--- src/rtl/ace_tape_player.sv ---
// ace_tape_player -- cassette playback waveform generator for the Jupiter Ace.
//
// Converts a byte stream into the Ace tape pulse encoding on `ear`. Each block
// is a leader tone, a sync pulse, MSB-first data bits and a closing tail
// pulse. Every symbol is `ear`=1 for H cycles followed by `ear`=0 for L cycles.
//
// Ports:
//   clk         single clock (clk65 domain)
//   reset       synchronous, active-high
//   start       one-cycle request to begin a block (ignored while busy)
//   stop        synchronous abort back to IDLE, discards the byte in progress
//   data        tape byte
//   data_valid  data / data_last are valid
//   data_last   marks the final byte of the block
//   data_ready  a byte is accepted this cycle when data_valid is also high
//   ear         generated tape waveform (registered)
//   busy        high in every state except IDLE
//   done        one-cycle pulse after the tail completes
module ace_tape_player #(
  parameter int unsigned LEADER_HALF  = 1300,
  parameter int unsigned LEADER_COUNT = 4096,
  parameter int unsigned SYNC_HI      = 390,
  parameter int unsigned SYNC_LO      = 460,
  parameter int unsigned BIT0_HALF    = 1040,
  parameter int unsigned BIT1_HALF    = 2080,
  parameter int unsigned TAIL_HALF    = 1040
) (
  input  logic       clk,
  input  logic       reset,
  input  logic       start,
  input  logic       stop,
  input  logic [7:0] data,
  input  logic       data_valid,
  input  logic       data_last,
  output logic       data_ready,
  output logic       ear,
  output logic       busy,
  output logic       done
);

  typedef enum logic [2:0] {
    S_IDLE, S_LEADER, S_SYNC, S_FETCH, S_BIT, S_TAIL
  } state_t;

  // Half-period reload values: the counter runs N-1 down to 0, i.e. N cycles.
  localparam logic [15:0] LEADER_L  = 16'(LEADER_HALF - 1);
  localparam logic [15:0] LCOUNT_L  = 16'(LEADER_COUNT - 1);
  localparam logic [15:0] SYNC_HI_L = 16'(SYNC_HI - 1);
  localparam logic [15:0] SYNC_LO_L = 16'(SYNC_LO - 1);
  localparam logic [15:0] BIT0_L    = 16'(BIT0_HALF - 1);
  localparam logic [15:0] BIT1_L    = 16'(BIT1_HALF - 1);
  localparam logic [15:0] TAIL_L    = 16'(TAIL_HALF - 1);

  state_t      state_q, state_d;
  logic [15:0] half_q, half_d;    // cycles left in the current half, minus one
  logic [15:0] lcnt_q, lcnt_d;    // leader cycles still to emit after this one
  logic [2:0]  bit_q, bit_d;      // bits still to emit after the current one
  logic [7:0]  shreg_q, shreg_d;  // current bit is always shreg_q[7]
  logic        last_q, last_d;
  logic        ear_q, ear_d;
  logic        done_q, done_d;

  logic half_end;
  logic accept;

  function automatic logic [15:0] bit_len(input logic b);
    return b ? BIT1_L : BIT0_L;
  endfunction

  assign half_end   = (half_q == 16'd0);
  assign data_ready = (state_q == S_FETCH) && !stop && !reset;
  assign accept     = data_ready && data_valid;

  assign ear  = ear_q;
  assign done = done_q;
  assign busy = (state_q != S_IDLE);

  always_comb begin
    // NOTE: every next-state signal gets a default first so no path can
    // leave one unassigned and infer a latch.
    state_d = state_q;
    half_d  = half_q;
    lcnt_d  = lcnt_q;
    bit_d   = bit_q;
    shreg_d = shreg_q;
    last_d  = last_q;
    ear_d   = ear_q;
    done_d  = 1'b0;

    // Mid-half in any symbol state: just count down.
    if (!half_end && state_q inside {S_LEADER, S_SYNC, S_BIT, S_TAIL}) begin
      half_d = half_q - 16'd1;
    end else begin
      unique case (state_q)
        S_IDLE: begin
          ear_d = 1'b0;
          if (start) begin
            state_d = S_LEADER;
            ear_d   = 1'b1;
            half_d  = LEADER_L;
            lcnt_d  = LCOUNT_L;
          end
        end
        S_LEADER: begin
          if (ear_q) begin
            ear_d  = 1'b0;
            half_d = LEADER_L;
          end else if (lcnt_q != 16'd0) begin
            lcnt_d = lcnt_q - 16'd1;
            ear_d  = 1'b1;
            half_d = LEADER_L;
          end else begin
            state_d = S_SYNC;
            ear_d   = 1'b1;
            half_d  = SYNC_HI_L;
          end
        end
        S_SYNC: begin
          if (ear_q) begin
            ear_d  = 1'b0;
            half_d = SYNC_LO_L;
          end else begin
            state_d = S_FETCH;
            ear_d   = 1'b0;
          end
        end
        S_FETCH: begin
          // Underrun simply stalls here with ear low.
          if (accept) begin
            state_d = S_BIT;
            shreg_d = data;
            last_d  = data_last;
            bit_d   = 3'd7;
            ear_d   = 1'b1;
            half_d  = bit_len(data[7]);
          end
        end
        S_BIT: begin
          if (ear_q) begin
            ear_d  = 1'b0;
            half_d = bit_len(shreg_q[7]);
          end else if (bit_q != 3'd0) begin
            bit_d   = bit_q - 3'd1;
            shreg_d = {shreg_q[6:0], 1'b0};
            ear_d   = 1'b1;
            half_d  = bit_len(shreg_q[6]);
          end else if (last_q) begin
            state_d = S_TAIL;
            ear_d   = 1'b1;
            half_d  = TAIL_L;
          end else begin
            state_d = S_FETCH;
            ear_d   = 1'b0;
          end
        end
        S_TAIL: begin
          if (ear_q) begin
            ear_d  = 1'b0;
            half_d = TAIL_L;
          end else begin
            state_d = S_IDLE;
            done_d  = 1'b1;
          end
        end
        default: state_d = S_IDLE;
      endcase
    end

    // Abort wins over everything, including a start on the same cycle.
    if (stop) begin
      state_d = S_IDLE;
      half_d  = 16'd0;
      lcnt_d  = 16'd0;
      bit_d   = 3'd0;
      shreg_d = 8'd0;
      last_d  = 1'b0;
      ear_d   = 1'b0;
      done_d  = 1'b0;
    end
  end

  // NOTE: sequential state uses non-blocking assignments so every register
  // samples the pre-edge value of every other register.
  always_ff @(posedge clk) begin
    if (reset) begin
      state_q <= S_IDLE;
      half_q  <= 16'd0;
      lcnt_q  <= 16'd0;
      bit_q   <= 3'd0;
      shreg_q <= 8'd0;
      last_q  <= 1'b0;
      ear_q   <= 1'b0;
      done_q  <= 1'b0;
    end else begin
      state_q <= state_d;
      half_q  <= half_d;
      lcnt_q  <= lcnt_d;
      bit_q   <= bit_d;
      shreg_q <= shreg_d;
      last_q  <= last_d;
      ear_q   <= ear_d;
      done_q  <= done_d;
    end
  end

endmodule

--- config.mk ---
export PLATFORM = sky130hd
export DESIGN_NAME = ace_tape_player
export DESIGN_NICKNAME = d
export VERILOG_FILES = /design/src/rtl/ace_tape_player.sv
export SDC_FILE = /design/constraint.sdc
export NUM_CORES = 1
export LEC_CHECK = 0
export BUFFER_PORTS_ARGS = -buffer_cell sky130_fd_sc_hd__buf_2
export CORE_MARGIN = 2
export CORE_UTILIZATION = 30
export DETAILED_ROUTE_END_ITERATION = 16
export HOLD_SLACK_MARGIN = 0.02
export PLACE_DENSITY = 0.48
export SYNTH_ARGS = -nofsm -noshare
export SYNTH_HDL_FRONTEND = slang
export SYNTH_SLANG_ARGS = --single-unit
export TNS_END_PERCENT = 100
--- constraint.sdc ---
create_clock -name clk -period 2.5 [get_ports clk]
set_input_delay 0.25 -clock clk [delete_from_list [all_inputs] [get_ports clk]]
set_output_delay 0.25 -clock clk [all_outputs]
set_load 0.1 [all_outputs]
## Word-level counts from Yosys, hierarchy flattened

Cells that the tools add are included.

- Register bits: 49
- Latch bits: 0
- Memory bits (writable): 0
- Memory bits (read-only): 0
- Bits of input ports: 14
- Output and inout bits: 4
- Logic and storage cells: 102
- Memories: 0

- $add $sub $neg: 3
- Multipliers: 0
- Divide/modulo/power cells: 0
- Magnitude comparators: 0
- Equal/unequal tests: 20
- Shift-type cells: 0
- Mux-type cells: 43
- Bitwise gates (word level): 2
- Reduce and logical (&&, ||, !) cells: 26

Operators with widths:

| kind | number |
|---|---|
| $mux 16 | 11 |
| $pmux 16 s6 | 1 |
| $mux 12 | 3 |
| $mux 3 | 12 |
| $pmux 16 s2 | 1 |
| $sub 16x1->16 const B | 2 |
| $mux 8 | 3 |
| $mux 11 | 2 |
| $pmux 3 s6 | 1 |
| $logic_not 16->1 | 1 |
| $ne 2x2->1 const B | 8 |
| $pmux 8 s2 | 1 |
| $reduce_bool 16->1 | 1 |
| $reduce_and 5->1 | 2 |
| $ne 3x2->1 const B | 3 |
| $reduce_and 9->1 | 1 |
| $reduce_bool 7->1 | 1 |
| $eq 3x2->1 const B | 2 |
| $eq 3x3->1 const B | 2 |
| $mux 1 | 6 |
| $pmux 3 s2 | 1 |
| $reduce_and 3->1 | 2 |
| $reduce_and 6->1 | 1 |
| $reduce_bool 3->1 | 2 |
| 15 further kinds | 24 |

## Logic depth before layout (Yosys ltp)

- Depth in word-level cells: 7
- Depth in mapped cells: 10
- Mapped depth without buffers: 8

## Worst setup path after synthesis

OpenSTA, ideal clock, no wires.

- Kind: register to register
- Start: reg state_q[0]
- End: reg half_q[2]
- Setup time: 70 ps
- Arrival: 2830 ps
- Required time: 2430 ps
- Setup slack: -401 ps
- Stages on the path, launching flop included: 10
- Buffers on the path: 3
- Clock period less this slack: 2901 ps
- Cells stage by stage: dfxtp_1 > clkbuf_1 > or3_1 > and2_1 > clkbuf_1 > nand2_1 > a21o_1 > buf_2 > or4_1 > a21oi_1

- Word-level cells in the longest chain between the ends: 6
- Elaborated cells on any way between the ends: 20
- Classes of those cells: 10 x eq/ne; 2 x mux; 8 x reduce/logical

Ends and longest elaborated chain:

| item | RTL line | source |
|---|---|---|
| start, declared | 54 | `state_t state_q, state_d;` |
| start signal, assigned | 195 | `state_q <= state_d;` |
| parallel branches: the longest is 6 deep, another holds $reduce_and 6->1 | -- |  |
| end signal, assigned | 196 | `half_q <= half_d;` |
| end, declared | 55 | `logic [15:0] half_q, half_d;` |

Several ways; the timed one is not identified.
A chain may end at the register's enable or synchronous reset.

## Worst setup path in the final report

- Start: reg half_q[1]
- End: reg half_q[15]

- Word-level cells in the longest chain between the ends: 5
- Elaborated cells on any way between the ends: 12
- Classes of those cells: 1 x add/sub; 5 x eq/ne; 1 x mux; 5 x reduce/logical

Ends and longest elaborated chain:

| item |
|---|
| parallel branches: the longest is 5 deep, another holds $sub 16x1->16 |

Several ways; the timed one is not identified.

==> run metrics <==
reg-to-reg setup timing slack between 150 and 200 ps; average wire per standard cell about 15 um; core box area just under 10000 um2; CP max stage delay approximately 330 ps; share of the synthesized area in the top cell type about a third; endpoint type of the worst setup path flop; sw power between 0.7 and 0.8 mW; worst endpoint required time 2710 ps; Relative slew margins between 50% and 60%; Sw Ratio between 30% and 40%; Total Wirelength 8640 um; crit path DAT between 2000 and 3000 ps; P_int approximately 1.3 mW; DRC errors left 0; f_max between 400 and 500 MHz; layout cells sized above 1 around a fifth; Overall Global Routing Usage between 10% and 20%; initial antenna violation count 0; post-synth top area cell dfxtp_1; TritonCTS Sinks 49; CTS Hold Buffers Added 0; max_cap viols 0; Final Wtd Congestion 0.837; Syn-to-layout area delta 20.0%; Worst path slowest cell dfxtp_1; fillcell total approximately 1000; mapped cell area about 3000 um2; top cells by count, synth 57 x nor2_1, 49 x dfxtp_1, 40 x nand2_1, 34 x a21oi_1; Clk pwr share approximately a quarter; Pwr Total 2.03 mW; Yosys reg bits 49; DP Worst Slack roughly 29 ps; Die Span Y about 100 um; status finished, final reports clean; Top-Level Pins 18; most frequent cell after synthesis nor2_1; number of global-route vias before repair 2955; Setup WS post-layout ~160 ps; number of diodes 0; Cell variety after synth 57; RSZ-0062 raised after global routing no; total number of vias 3046; EDFF count, synth 0; max-slew violation count 0; largest net degree at the start of global routing 41; Die X 103 um; fin crit share around 94%; Pwr Density approximately 570 nW/um2; Hold WC Path Type input port to flop; vias per cell around 5.4; Clock Skew roughly 11 ps; Max FO, Critical Path 12; Seq/Total Area, Yosys around a third; Final Setup Violations 0; CP Launch Type flop; leakage ~1.3 nW; hpwl dp slightly above 6000 um; FFs w/ async S/R, synth 0%; DR pass1 iterations 4; Most common cell on crit path buf_4; top cells by area, synth dfxtp_1 33%, nor2_1 7.3%, a21oi_1 5.8%; fin nets between 400 and 500; H-tree levels 2; IR drop worst, VDD between 0.2 and 0.3 mV; maximum clock path buffer count 2; ys flop type dfxtp_1; post-synthesis cell count a little under 400; global-route wire length before repair between 10000 and 15000 um; worst skew pair latency between 300 and 400 ps; # port buffers 17; Antenna Nets Post-Route 0; Logic pwr share roughly a third; total gr overflow 0; endpoints failing hold 0; Worst-Margin Slew 693 ps; Die Area 10600 um2; Syn Nets about 410; CTS tree built; FP Rows 36; Yosys Warn Count 0; Root Driver clkbuf_8; Crit Path Class flop to flop; initial core utilization between 30% and 40%; CTS Buf Count 5; 1st-iter DRT viols 114; CP Cell Sequence inv_1, ha_1, nor4b_2, buf_4, nand4_1, buf_12, nor4_2, buf_4, a21oi_1, buf_4, a311oi_1; Min Clock Period, post-route approximately 2300 ps; CTS clk-pin slew, worst paths approximately 100 ps; sequential share of power between 40% and 50%; syn_area_per_cell ~7.5 um2
==> power groups by stage <==
stage | Sequential, mW | Combinational (mW) | Clock (mW)
final | 0.850 | 0.703 | 0.473
after global routing | 0.857 | 0.777 | 0.527
after CTS | 0.848 | 0.688 | 0.497
after detailed placement | 0.866 | 0.683 | 0
after global placement | 0.866 | 0.681 | 0
after floorplan | 0.869 | 0.440 | 0
==> critical path: cells and delay by family (launching register included) <==
kind                     cells  cell delay (ps)
buffers and inverters        5              820
AND/OR/NAND/NOR              3              650
flip-flops                   1              330
AO/OA/AOI/OAI                2              290
adder cells (fa/ha/maj)      1              160
==> routing by layer <==
layer,global-route usage [%],vias to the layer above,routed length (um)
met5,0,-,0
met4,4.96,0,78
met3,3.12,9,237
met2,27.3,42,3910
met1,24.1,1456,4420
li1,-,1539,-
==> sequential cells by signal, summed over array words and instances (netlist names) <==
register	count
ear	1
shreg_q	8
done	1
lcnt_q	16
state_q	3
last_q	1
bit_q	3
half_q	16
==> final cells by class <==
type                            instances  area [um2]  area share [%]
Tap cell                              133         166            4.72
Inverter                               11        41.3            1.17
Clock buffer                            5        68.8            1.95
Timing Repair Buffer                   56         390            11.1
Clock inverter                          2        16.3           0.461
Sequential cell                        49         983            27.9
Multi-Input combinational cell        310        1860            52.7
==> path summary, 6_finish.rpt <==
check,start,endpoint,depth (start not counted)
setup / recovery,half_q[1],half_q[15],11
hold / removal,data_last,last_q,3
hold reg to reg,shreg_q[4],shreg_q[4],2
setup reg to reg,half_q[1],half_q[15],11
==> per-stage QoR <==
stage | TNS [ps] | instance area (um2) | utilization (%) | cells | hold WS (ps)
after floorplan | -30.8 | 2950 | - | 394 | 386
after global placement | 0 | 3410 | 35.4 | 559 | 465
after detailed placement | 0 | 3410 | 35.4 | 559 | 469
after CTS | 0 | 3500 | 36.3 | 566 | 166
after global routing | 0 | 3530 | 36.6 | 566 | 168
final | 0 | 3530 | 36.6 | 566 | 175
==> kinds of logic after synthesis <==
| kind of cell | share of synthesized area, % |
|---|---|
| flip-flops | 33.4 |
| adder cells (fa/ha/maj) | 2.13 |
| AO/OA/AOI/OAI | 27.5 |
| multiplexers | 0.681 |
| buffers and inverters | 4.60 |
| AND/OR/NAND/NOR | 30.5 |
| XOR/XNOR | 1.19 |
==> what timing repair did <==
action / CTS / global route
endpoints found under the setup margin: 3 / 20
pin swaps: 0 / 4
cloned: 0 / 0
buffers inserted: 0 / 0
gates resized for setup: 1 / 9
==> cells in the final DEF (no fill, tap or decap), types with 2 or more instances in the layout <==
cell type / instances
a22oi_1: 3
nor4_1: 5
nor2b_1: 2
o21ai_0: 21
nor4_2: 4
o211ai_1: 4
or2_2: 3
o21a_1: 3
ha_1: 4
nand3_1: 13
nor3b_1: 4
or4_1: 7
or3b_2: 2
buf_2: 17
o22ai_1: 3
nand2_1: 40
or3_1: 3
or4_4: 2
a311oi_1: 12
clkbuf_8: 5
nor3_1: 13
buf_4: 38
o211a_1: 2
nand4_1: 3
dfxtp_1: 47
nor2_1: 56
a211oi_1: 4
a21oi_1: 33
a31oi_1: 16
o31ai_1: 3
mux2i_1: 2
inv_1: 11
dfxtp_2: 2
nand3b_1: 3
xnor2_1: 3
and2_1: 3
nand2b_1: 5
Note: power is estimated with default switching activity, not from simulation.
